--- config.mk ---
export PLATFORM = sky130hd
export DESIGN_NAME = hazard_ctrl
export DESIGN_NICKNAME = d
export VERILOG_FILES = /design/src/rtl/hazard_ctrl.sv
export SDC_FILE = /design/constraint.sdc
export NUM_CORES = 1
export LEC_CHECK = 0
export CELL_PAD_IN_SITES_DETAIL_PLACEMENT = 1
export CELL_PAD_IN_SITES_GLOBAL_PLACEMENT = 1
export CORE_MARGIN = 2
export CORE_UTILIZATION = 30
export CTS_CLUSTER_SIZE = 20
export DETAILED_ROUTE_END_ITERATION = 16
export DONT_BUFFER_PORTS = 1
export PLACE_DENSITY_LB_ADDON = 0.1
export SLEW_MARGIN = 10
export SYNTH_ARGS = -nofsm -noshare
export SYNTH_HDL_FRONTEND = slang
export SYNTH_SLANG_ARGS = --single-unit
--- constraint.sdc ---
create_clock -name clk -period 2.3 [get_ports clk]
set_clock_uncertainty 0.2 [all_clocks]
set_input_delay 0.23 -clock clk [delete_from_list [all_inputs] [get_ports clk]]
set_output_delay 0.23 -clock clk [all_outputs]
set_load 0.1 [all_outputs]
--- src/rtl/hazard_ctrl.sv ---
// Hazard controller for the 5-stage in-order pipeline without forwarding:
// destination scoreboard over EX/MEM/WB, RAW stall, branch flush and perf counters.
module hazard_ctrl #(
  parameter bit          WB_BYPASS = 1'b1,
  parameter int unsigned CNT_W     = 32
) (
  input  logic             clk,
  input  logic             rst_n,
  input  logic             mem_wait_i,
  input  logic             id_valid_i,
  input  logic [4:0]       id_rs1_i,
  input  logic             id_rs1_used_i,
  input  logic [4:0]       id_rs2_i,
  input  logic             id_rs2_used_i,
  input  logic [4:0]       id_wR_i,
  input  logic             id_reg_we_i,
  input  logic             ex_taken_i,
  output logic             front_stop_o,
  output logic             id_ex_stop_o,
  output logic             id_ex_bubble_o,
  output logic             flush_o,
  output logic             raw_stall_o,
  output logic [CNT_W-1:0] stall_cnt_o,
  output logic [CNT_W-1:0] flush_cnt_o
);

  typedef struct packed {
    logic       v;
    logic [4:0] rd;
  } slot_t;

  typedef enum logic [1:0] {
    CTL_RUN    = 2'd0,
    CTL_FREEZE = 2'd1,
    CTL_FLUSH  = 2'd2,
    CTL_STALL  = 2'd3
  } ctl_e;

  localparam logic [CNT_W-1:0] CNT_ONE = {{(CNT_W-1){1'b0}}, 1'b1};
  localparam logic [CNT_W-1:0] CNT_MAX = {CNT_W{1'b1}};

  slot_t            r_s_ex;
  slot_t            r_s_mem;
  slot_t            r_s_wb;
  logic [CNT_W-1:0] r_stall_cnt;
  logic [CNT_W-1:0] r_flush_cnt;

  logic  w_wb_chk;
  logic  w_rs1_hit;
  logic  w_rs2_hit;
  logic  w_raw;
  ctl_e  w_ctl;
  slot_t w_ex_next;

  // With a write-before-read register file the WB slot is already visible to ID.
  assign w_wb_chk = !WB_BYPASS;

  assign w_rs1_hit = (id_rs1_i != 5'd0) &&
                     ((r_s_ex.v  && (r_s_ex.rd  == id_rs1_i)) ||
                      (r_s_mem.v && (r_s_mem.rd == id_rs1_i)) ||
                      (w_wb_chk && r_s_wb.v && (r_s_wb.rd == id_rs1_i)));

  assign w_rs2_hit = (id_rs2_i != 5'd0) &&
                     ((r_s_ex.v  && (r_s_ex.rd  == id_rs2_i)) ||
                      (r_s_mem.v && (r_s_mem.rd == id_rs2_i)) ||
                      (w_wb_chk && r_s_wb.v && (r_s_wb.rd == id_rs2_i)));

  assign w_raw = id_valid_i &&
                 ((id_rs1_used_i && w_rs1_hit) || (id_rs2_used_i && w_rs2_hit));

  assign raw_stall_o = w_raw;

  always_comb begin
    w_ctl = CTL_RUN;
    if (mem_wait_i) begin
      w_ctl = CTL_FREEZE;
    end else if (ex_taken_i) begin
      w_ctl = CTL_FLUSH;
    end else if (w_raw) begin
      w_ctl = CTL_STALL;
    end
  end

  always_comb begin
    front_stop_o   = 1'b0;
    id_ex_stop_o   = 1'b0;
    id_ex_bubble_o = 1'b0;
    flush_o        = 1'b0;
    case (w_ctl)
      CTL_FREEZE: begin
        front_stop_o = 1'b1;
        id_ex_stop_o = 1'b1;
      end
      CTL_FLUSH: begin
        flush_o        = 1'b1;
        id_ex_bubble_o = 1'b1;
      end
      CTL_STALL: begin
        front_stop_o   = 1'b1;
        id_ex_bubble_o = 1'b1;
      end
      default: begin
      end
    endcase
  end

  // A bubble enters EX as an empty slot; x0 destinations are never tracked.
  always_comb begin
    w_ex_next = '0;
    if (!id_ex_bubble_o) begin
      w_ex_next.v  = id_valid_i && id_reg_we_i && (id_wR_i != 5'd0);
      w_ex_next.rd = id_wR_i;
    end
  end

  always_ff @(posedge clk or negedge rst_n) begin
    if (!rst_n) begin
      r_s_ex  <= '0;
      r_s_mem <= '0;
      r_s_wb  <= '0;
    end else if (!mem_wait_i) begin
      r_s_wb  <= r_s_mem;
      r_s_mem <= r_s_ex;
      r_s_ex  <= w_ex_next;
    end
  end

  always_ff @(posedge clk or negedge rst_n) begin
    if (!rst_n) begin
      r_stall_cnt <= '0;
      r_flush_cnt <= '0;
    end else begin
      if ((w_ctl == CTL_STALL) && (r_stall_cnt != CNT_MAX)) begin
        r_stall_cnt <= r_stall_cnt + CNT_ONE;
      end
      if ((w_ctl == CTL_FLUSH) && (r_flush_cnt != CNT_MAX)) begin
        r_flush_cnt <= r_flush_cnt + CNT_ONE;
      end
    end
  end

  assign stall_cnt_o = r_stall_cnt;
  assign flush_cnt_o = r_flush_cnt;

endmodule

# Word-level counts from Yosys, hierarchy flattened
# Cells that the tools add are included.
# totals
reg_bits	76
latch_bits	0
ram_bits	0
romBits	0
input_bits	23
word_cells	46
mem_count	0
# op_classes
addsub	2
multipliers	0
n_div	0
magnitude_cmp	0
n_eq_ne	9
shifts	0
muxes	8
bitwise_logic	0
reduce_logical	21
# ops
cell	count
$add A32 B1 Y32 const B	2
$ne A32 B32 Y1 const B	2
$eq A5 B5 Y1	4
$reduce_bool A5 Y1	3
$logic_and A1 B1 Y1	13
$mux W2	3
$mux W6	1
$eq A2 B2 Y1 const B	2
$mux W1	4
$reduce_or A2 Y1	2
$logic_or A1 B1 Y1	3
$eq A2 B1 Y1 const B	1

# Longest topological paths before layout
# Gate-level depths: netlist of run 1.
# logic_depth
word_depth	14
depth_mapped	8
depth_no_buf	7

# Least setup slack after synthesis of run 1
# No wires, ideal clock.
# synth_timing
path_type	flip-flop to output port
from	register r_s_mem[4] in the netlist's numbering
to	output id_ex_bubble_o
arrival_ns	2.603
required_time_ns	1.870
slack_ns	-0.733
stages_incl_launch_ff	7
n_path_buf	0
cell_sequence	dfrtp_1 xor2_1 nor4_1 a32oi_1 o22ai_4 nor2_2 nor2_1
# synth_via
elab_chain_cells	13
# synth_rtl
element	line_no	rtl
start, declared	43	slot_t r_s_mem;
start signal, assigned	123	r_s_mem <= r_s_ex;
$eq A5 B5 Y1, on equally long branches	60, 65	
$logic_and A1 B1 Y1, on equally long branches	60, 65	
$logic_or A1 B1 Y1, on equally long branches	59, 64	
$logic_and A1 B1 Y1, on equally long branches	58, 63	
$logic_and A1 B1 Y1	69	((id_rs1_used_i && w_rs1_hit) || (id_rs2_used_i && w_rs2_hit));
$logic_or A1 B1 Y1 *	69	
$logic_and A1 B1 Y1 *	68	assign w_raw = id_valid_i &&
$mux W2 *	79	end else if (w_raw) begin
$mux W2 *	77	end else if (ex_taken_i) begin
$mux W2 *	75	if (mem_wait_i) begin
$eq A2 B2 Y1	89	case (w_ctl)
$reduce_or A2 Y1 (no source line) *	-	
$mux W1 *	89	
end, declared	20	output logic id_ex_bubble_o,
# Every way passes the cells marked *; elsewhere a longest branch is shown, timed or not.

# Worst setup path after layout of run 1
# layout_timing
from	register r_s_ex[4] in the netlist's numbering
to	output front_stop_o
# layout_via
elab_chain_cells	13
# layout_rtl
element	line_no	rtl
start, declared	42	slot_t r_s_ex;
start signal, assigned	124	r_s_ex <= w_ex_next;
$eq A5 B5 Y1, on equally long branches	59, 64	
$logic_and A1 B1 Y1, on equally long branches	59, 64	
$logic_or A1 B1 Y1, on equally long branches	59, 64	
$logic_and A1 B1 Y1, on equally long branches	58, 63	
$logic_and A1 B1 Y1	69	
$logic_or A1 B1 Y1 *	69	
$logic_and A1 B1 Y1 *	68	
$mux W2 *	79	
$mux W2 *	77	
$mux W2 *	75	
$eq A2 B2 Y1 or $eq A2 B1 Y1 (tied branches)	89	
$reduce_or A2 Y1 (no source line) *	-	
$mux W1 *	89	
end, declared	18	output logic front_stop_o,
# Marks and branches as above.

==> flow_summary.toml, run 1 <==
[run_status]
outcome = "complete, but fails checks"
failed_checks = "setup timing"

[grt]
grt_pass1_wl_mm = 19.2
grt_use_met3_pct = 5.12
grt-busiest-layer = "met2"
grt_max_degree = 77
overflow = 0
antenna_found_initial = 0
met1_usage_pct = 21.5
met2_usage_pct = 28.4
grt_usage_pct = 17.3
grt_pass1_vias = 3582

[final_layout]
design_area_mm2 = 0.00551
nNetsFinal = 511
area_growth_pct = 38.1
diodes = 0
n_fill_cell = 1471
multi_input_area_mm2 = 0.00206
seq_area_mm2 = 0.00203
drive_above_1_share_pct = 41.1
fin_cells = 667

[drt]
drt-vias-per-instance = 4.90
ant_nets = 0
wl_per_cell_um = 17.6
vias = 3269
dr.first_iter.drc_count = 90
drc_errors = 0
drt_first_pass_iters = 4
routed_wl_mm = 11.7

[logic_synthesis]
postSynthCellCount = 381
yosysSeqAreaShare_pct = 47.6
avgSynthCellArea_um2 = 10.5
netlist_area_mm2 = 0.00399
synth_seq_cells = 76
netlist-cell-type-count = 41
yosysWarnings = 0
synth_edf_count = 0
syn_nets = 406
synth_flop_cell = "dfrtp_1"
ys_async_sr_fraction_pct = 100

[setup_path]
path_cells = "xor2_1, nor4_1, a32oi_2, o22ai_4, buf_4, a21o_4"
r2r-start = "r_s_ex[4]"
slowest_delay_ns = 0.42
endpoint_kind = "output pin"
crit_path_start = "r_s_ex[4]"
slowest_stage = "dfrtp_1"
reg2reg_slack_ns = -0.15
worstReg2RegEnd = "stall_cnt_o[4]"
crit_required_ns = 1.87
reg2reg_depth = 10
critPathLaunchType = "flop"
cp_data_arrival_time_ns = 2.15
crit_type = "reg2out"
crit_fanout = 4
endpoint = "front_stop_o"

[timing]
worstMarginPinSlew_ns = 0.755
finalMaxSlewViolations = 0
fmax_ghz = 0.388
hold_violations = 0
rsz0062_at_grt = "true"
timing.final.crit_share_pct = 112
fin_tns_setup_ns = -3.16
period_minus_slack_ns = 2.58
worst_slack_ns = -0.277
setup-violations-final = 32
max_slew_margin_pct = 49.5

[placed_design]
port_buffers = 0
dp_hpwl_mm = 8.48
detailedPlace.worstSlack_ns = -0.0198
gp_congestion = 0.796
post-place-cells = 632
placed_area_mm2 = 0.00497

[pwr]
ir_drop_uv = 370
totalPowerFinal_mw = 3.62
power_density_mw_per_mm2 = 657
power_leakage_nw = 2.27

[floorplan]
start_util_pct = 30.4
die_x_um = 119
core_area_mm2 = 0.0131
rows = 42
die_h_um = 119
die_area_mm2 = 0.0142
boundaryPins = 92

[cts]
cts.sinks = 76
cts_buffers = 9
clock_path_buffers = 2
clock_latency_ns = 0.34
cts_tree = "built"
ctsRootBufferMaster = "clkbuf_16"
htree_levels = 3
path_clk_slew_ns = 0.06

[run]
maxCapViolations = 0

[min_path]
hold_path.class = "in2reg"
-- cell usage after synthesis, drive strengths merged, types with 7 or more instances --
cell	number	area share, %
and3	10	1.6
and4	7	1.5
dfrtp	76	48
inv	9	0.85
mux2	8	2.3
nand2	38	3.6
nand3	31	3.9
nand4	21	3.7
nor2	21	2.0
nor3	15	2.5
nor4	9	1.6
xnor2	57	13
xor2	24	5.3
-- final cells by class --
type	instances	share of cell area (%)
tap	176	4.00
multi-input combinational	288	37.4
clock buffer	15	5.04
sequential	76	36.9
clock inverter	1	0.0908
inverter	9	0.613
timing repair buffer	102	15.9
-- metal layers --
| layer | vias up | routed length [um] |
|---|---|---|
| li1 | 1555 | - |
| met1 | 1636 | 5090 |
| met2 | 68 | 5760 |
| met3 | 10 | 684 |
| met4 | 0 | 175 |
| met5 | - | 0 |
-- how the worst min path moves through the flow --
stage | from | endpoint | slack [ns] | cells after the start
final | ex_taken_i | stall_cnt_o[2] | 0.06 | 5
after floorplan | rst_n | flush_cnt_o[10] | -0.27 | 0
after detailed placement | rst_n | flush_cnt_o[12] | -0.26 | 0
after global routing | ex_taken_i | r_s_ex[1] | 0.08 | 3
after global placement | rst_n | flush_cnt_o[12] | -0.26 | 0
after CTS | mem_wait_i | stall_cnt_o[2] | 0.05 | 5
-- state kept, by name, indices dropped and copies added (netlist names) --
name / flops
flush_cnt_o: 32
r_s_ex: 6
r_s_mem: 6
stall_cnt_o: 32
-- layout by cell type (no fill, tap or decap), types with 10 or more instances in the layout --
master | Yosys | layout
buf_4 | 2 | 86
xnor2_1 | 57 | 57
dfrtp_2 | 0 | 43
nand2_1 | 38 | 38
nand3_1 | 31 | 30
xor2_1 | 24 | 24
dfrtp_4 | 0 | 21
nand4_1 | 20 | 20
nor2_1 | 20 | 18
dfrtp_1 | 76 | 12
and3_1 | 10 | 10
dlygate4sd3_1 | 0 | 10
-- worst max-delay path: cells and delay by family (launching register included) --
kind                      cells  cell delay [ns]
AOI/OAI and AO/OA             3             0.61
and+or+nand+nor               1             0.41
buffers and inverters         1             0.18
xor gates and xnor gates      1             0.18
DFF                           1             0.42
-- report_power, final --
part | total (mW) | switching [mW] | internal (mW)
combinational | 0.768 | 0.571 | 0.197
sequential | 1.48 | 0.0580 | 1.42
clock | 1.37 | 0.552 | 0.819
-- what timing repair did --
item | CTS | global route
setup buffers | 7 | 0
gates cloned | 1 | 0
gates resized for setup | 3 | 6
pin swaps | 10 | 1
endpoints found under the setup margin | 4 | 37
hold buffers | 11 | 0
hold endpoints to repair | 88 | 0
-- stage by stage --
stage                     hold WS (ns)  util, %
after CTS                       0.0452     41.7
after detailed placement        -0.263     37.8
final                           0.0575     42.0
after global placement          -0.263     37.8
after global routing            0.0801     42.0
after floorplan                 -0.266        -
-- logic make-up after synthesis --
family / count (synthesis) / share of synthesized area (%)
simple gates: 177 / 24.7
xor+xnor: 81 / 17.8
flops: 76 / 47.6
compound gates: 20 / 4.80
buf+inv: 17 / 2.19
mux: 8 / 2.26
fa+ha+maj: 2 / 0.627
No activity file was read; power rests on OpenSTA's default activity.
==> run 2: changes to the inputs <==
PLACE_DENSITY_LB_ADDON = 0.12   (was 0.1)
==> run 2 against run 1 <==
The run still ends with setup timing left; power up 8.2%; combinational power up 3.1%; critical path depth up 1; cell count up 0.90%; clock power up 20%; cell area up 6.4%; critical path type unchanged.
==> flow_summary.toml, run 2 (synthesis results as in run 1) <==
[grt]
grt_usage_pct = 17.7
grt_pass1_vias = 3718
grt_pass1_wl_mm = 19.7
antenna_found_initial = 0
overflow = 0
grt_max_degree = 77

[setup_path]
r2r-start = "r_s_ex[4]"
crit_fanout = 4
critPathLaunchType = "flop"
endpoint_kind = "output pin"
crit_type = "reg2out"
reg2reg_slack_ns = -0.12
reg2reg_depth = 10
crit_path_start = "r_s_ex[4]"
cp_data_arrival_time_ns = 2.10
crit_required_ns = 1.87
worstReg2RegEnd = "stall_cnt_o[16]"

[final_layout]
diodes = 0
multi_input_area_mm2 = 0.00225
drive_above_1_share_pct = 46.9
area_growth_pct = 47.0
nNetsFinal = 518
fin_cells = 673
final_cell_mix = "buf_4, xnor2_1, dfrtp_2"
mostFrequentLayoutCell = "buf_4"
n_fill_cell = 1440
seq_area_mm2 = 0.00204

[floorplan]
boundaryPins = 92
die_area_mm2 = 0.0142
die_x_um = 119
rows = 42
die_h_um = 119
start_util_pct = 30.4
core_area_mm2 = 0.0131

[pwr]
ir_drop_uv = 345
power_density_mw_per_mm2 = 668
totalPowerFinal_mw = 3.92
power_leakage_nw = 2.49

[timing]
hold_violations = 0
worstMarginPinSlew_ns = 0.758
finalMaxSlewViolations = 0
rsz0062_at_grt = "true"
hold_ws_ns = 0.0805
setup-violations-final = 21
max_slew_margin_pct = 49.3
worst_slack_ns = -0.232
fmax_ghz = 0.395
period_minus_slack_ns = 2.53
timing.final.crit_share_pct = 110
fin_tns_setup_ns = -2.13

[cts]
clock_latency_ns = 0.34
clock_path_buffers = 2
cts_buffers = 9
path_clk_slew_ns = 0.06
ctsRootBufferMaster = "clkbuf_16"
cts_tree = "built"
htree_levels = 3
cts.sinks = 76

[drt]
routed_wl_mm = 11.9
drt_first_pass_iters = 4
dr.first_iter.drc_count = 143
drc_errors = 0
ant_nets = 0
vias = 3318
wl_per_cell_um = 17.6
drt-vias-per-instance = 4.93

[min_path]
hold-path-cell-count = 5
whs_endpoint = "stall_cnt_o[2]"
hold_path.class = "in2reg"
worstHoldStart = "mem_wait_i"

[run]
maxCapViolations = 0

[run_status]
outcome = "complete, but fails checks"
failed_checks = "setup timing"

[placed_design]
gp_congestion = 0.946
port_buffers = 0
dp_hpwl_mm = 8.49
post-place-cells = 632
detailedPlace.worstSlack_ns = -0.0732
run 2: changes by cell type in the layout (fill, tap and decap cells not counted), sizes merged:
| cell | delta |
|---|---|
| clkbuf | -4 |
| buf | +7 |
| bufinv | +3 |
| bufbuf | -1 |
| clkinv | +1 |
run 2: area by class of cell:
| cell class | instances | share of cell area [%] |
|---|---|---|
| sequential | 76 | 34.7 |
| inverter | 9 | 0.576 |
| clock buffer | 10 | 4.07 |
| clock inverter | 5 | 1.71 |
| timing repair buffer | 109 | 16.9 |
| multi-input combinational | 288 | 38.3 |
| tap | 176 | 3.75 |
run 2: through the flow:
stage,util (%),area (um^2)
floorplan,-,4150
global placement,37.9,4980
detailed placement,37.9,4980
CTS,42.9,5640
global route,44.6,5870
finish,44.6,5870
run 2: worst max-delay path by stage:
stage / endpoint / cells past startpoint
2_1_floorplan: flush_cnt_o[11] / 8
3_3_place_gp: stall_cnt_o[1] / 7
3_5_place_dp: stall_cnt_o[22] / 7
4_1_cts: id_ex_bubble_o / 7
5_1_grt: id_ex_bubble_o / 7
6_report: id_ex_bubble_o / 7
run 2: report_power, final:
part	switching, mW	internal, mW
clock network	0.565	1.08
logic	0.582	0.209
registers	0.0583	1.42
total	1.21	2.71
run 2: timing repair:
action | 4_1_cts | 5_1_grt
endpoints found under the hold margin | 88 | 0
pin swaps | 7 | 22
hold buffers | 11 | 0
resized for setup | 16 | 37
gates cloned | 1 | 1
buffers inserted | 11 | 5
setup endpoints to repair | 26 | 41
run 2: layer usage:
layer / part of all wire (%) / global-route usage, %
met5: 0 / 0
met4: 1.6 / 7.50
met3: 6.0 / 5.08
met2: 51 / 29.6
met1: 42 / 21.2
run 2: critical path, stage by stage (launching register included):
cell and delay [ns]:
dfrtp_1 0.44, xor2_2 0.19, nor4_4 0.35, a32oi_2 0.11, o22ai_4 0.30, nor2_4 0.07, nor2_4 0.13, buf_12 0.18
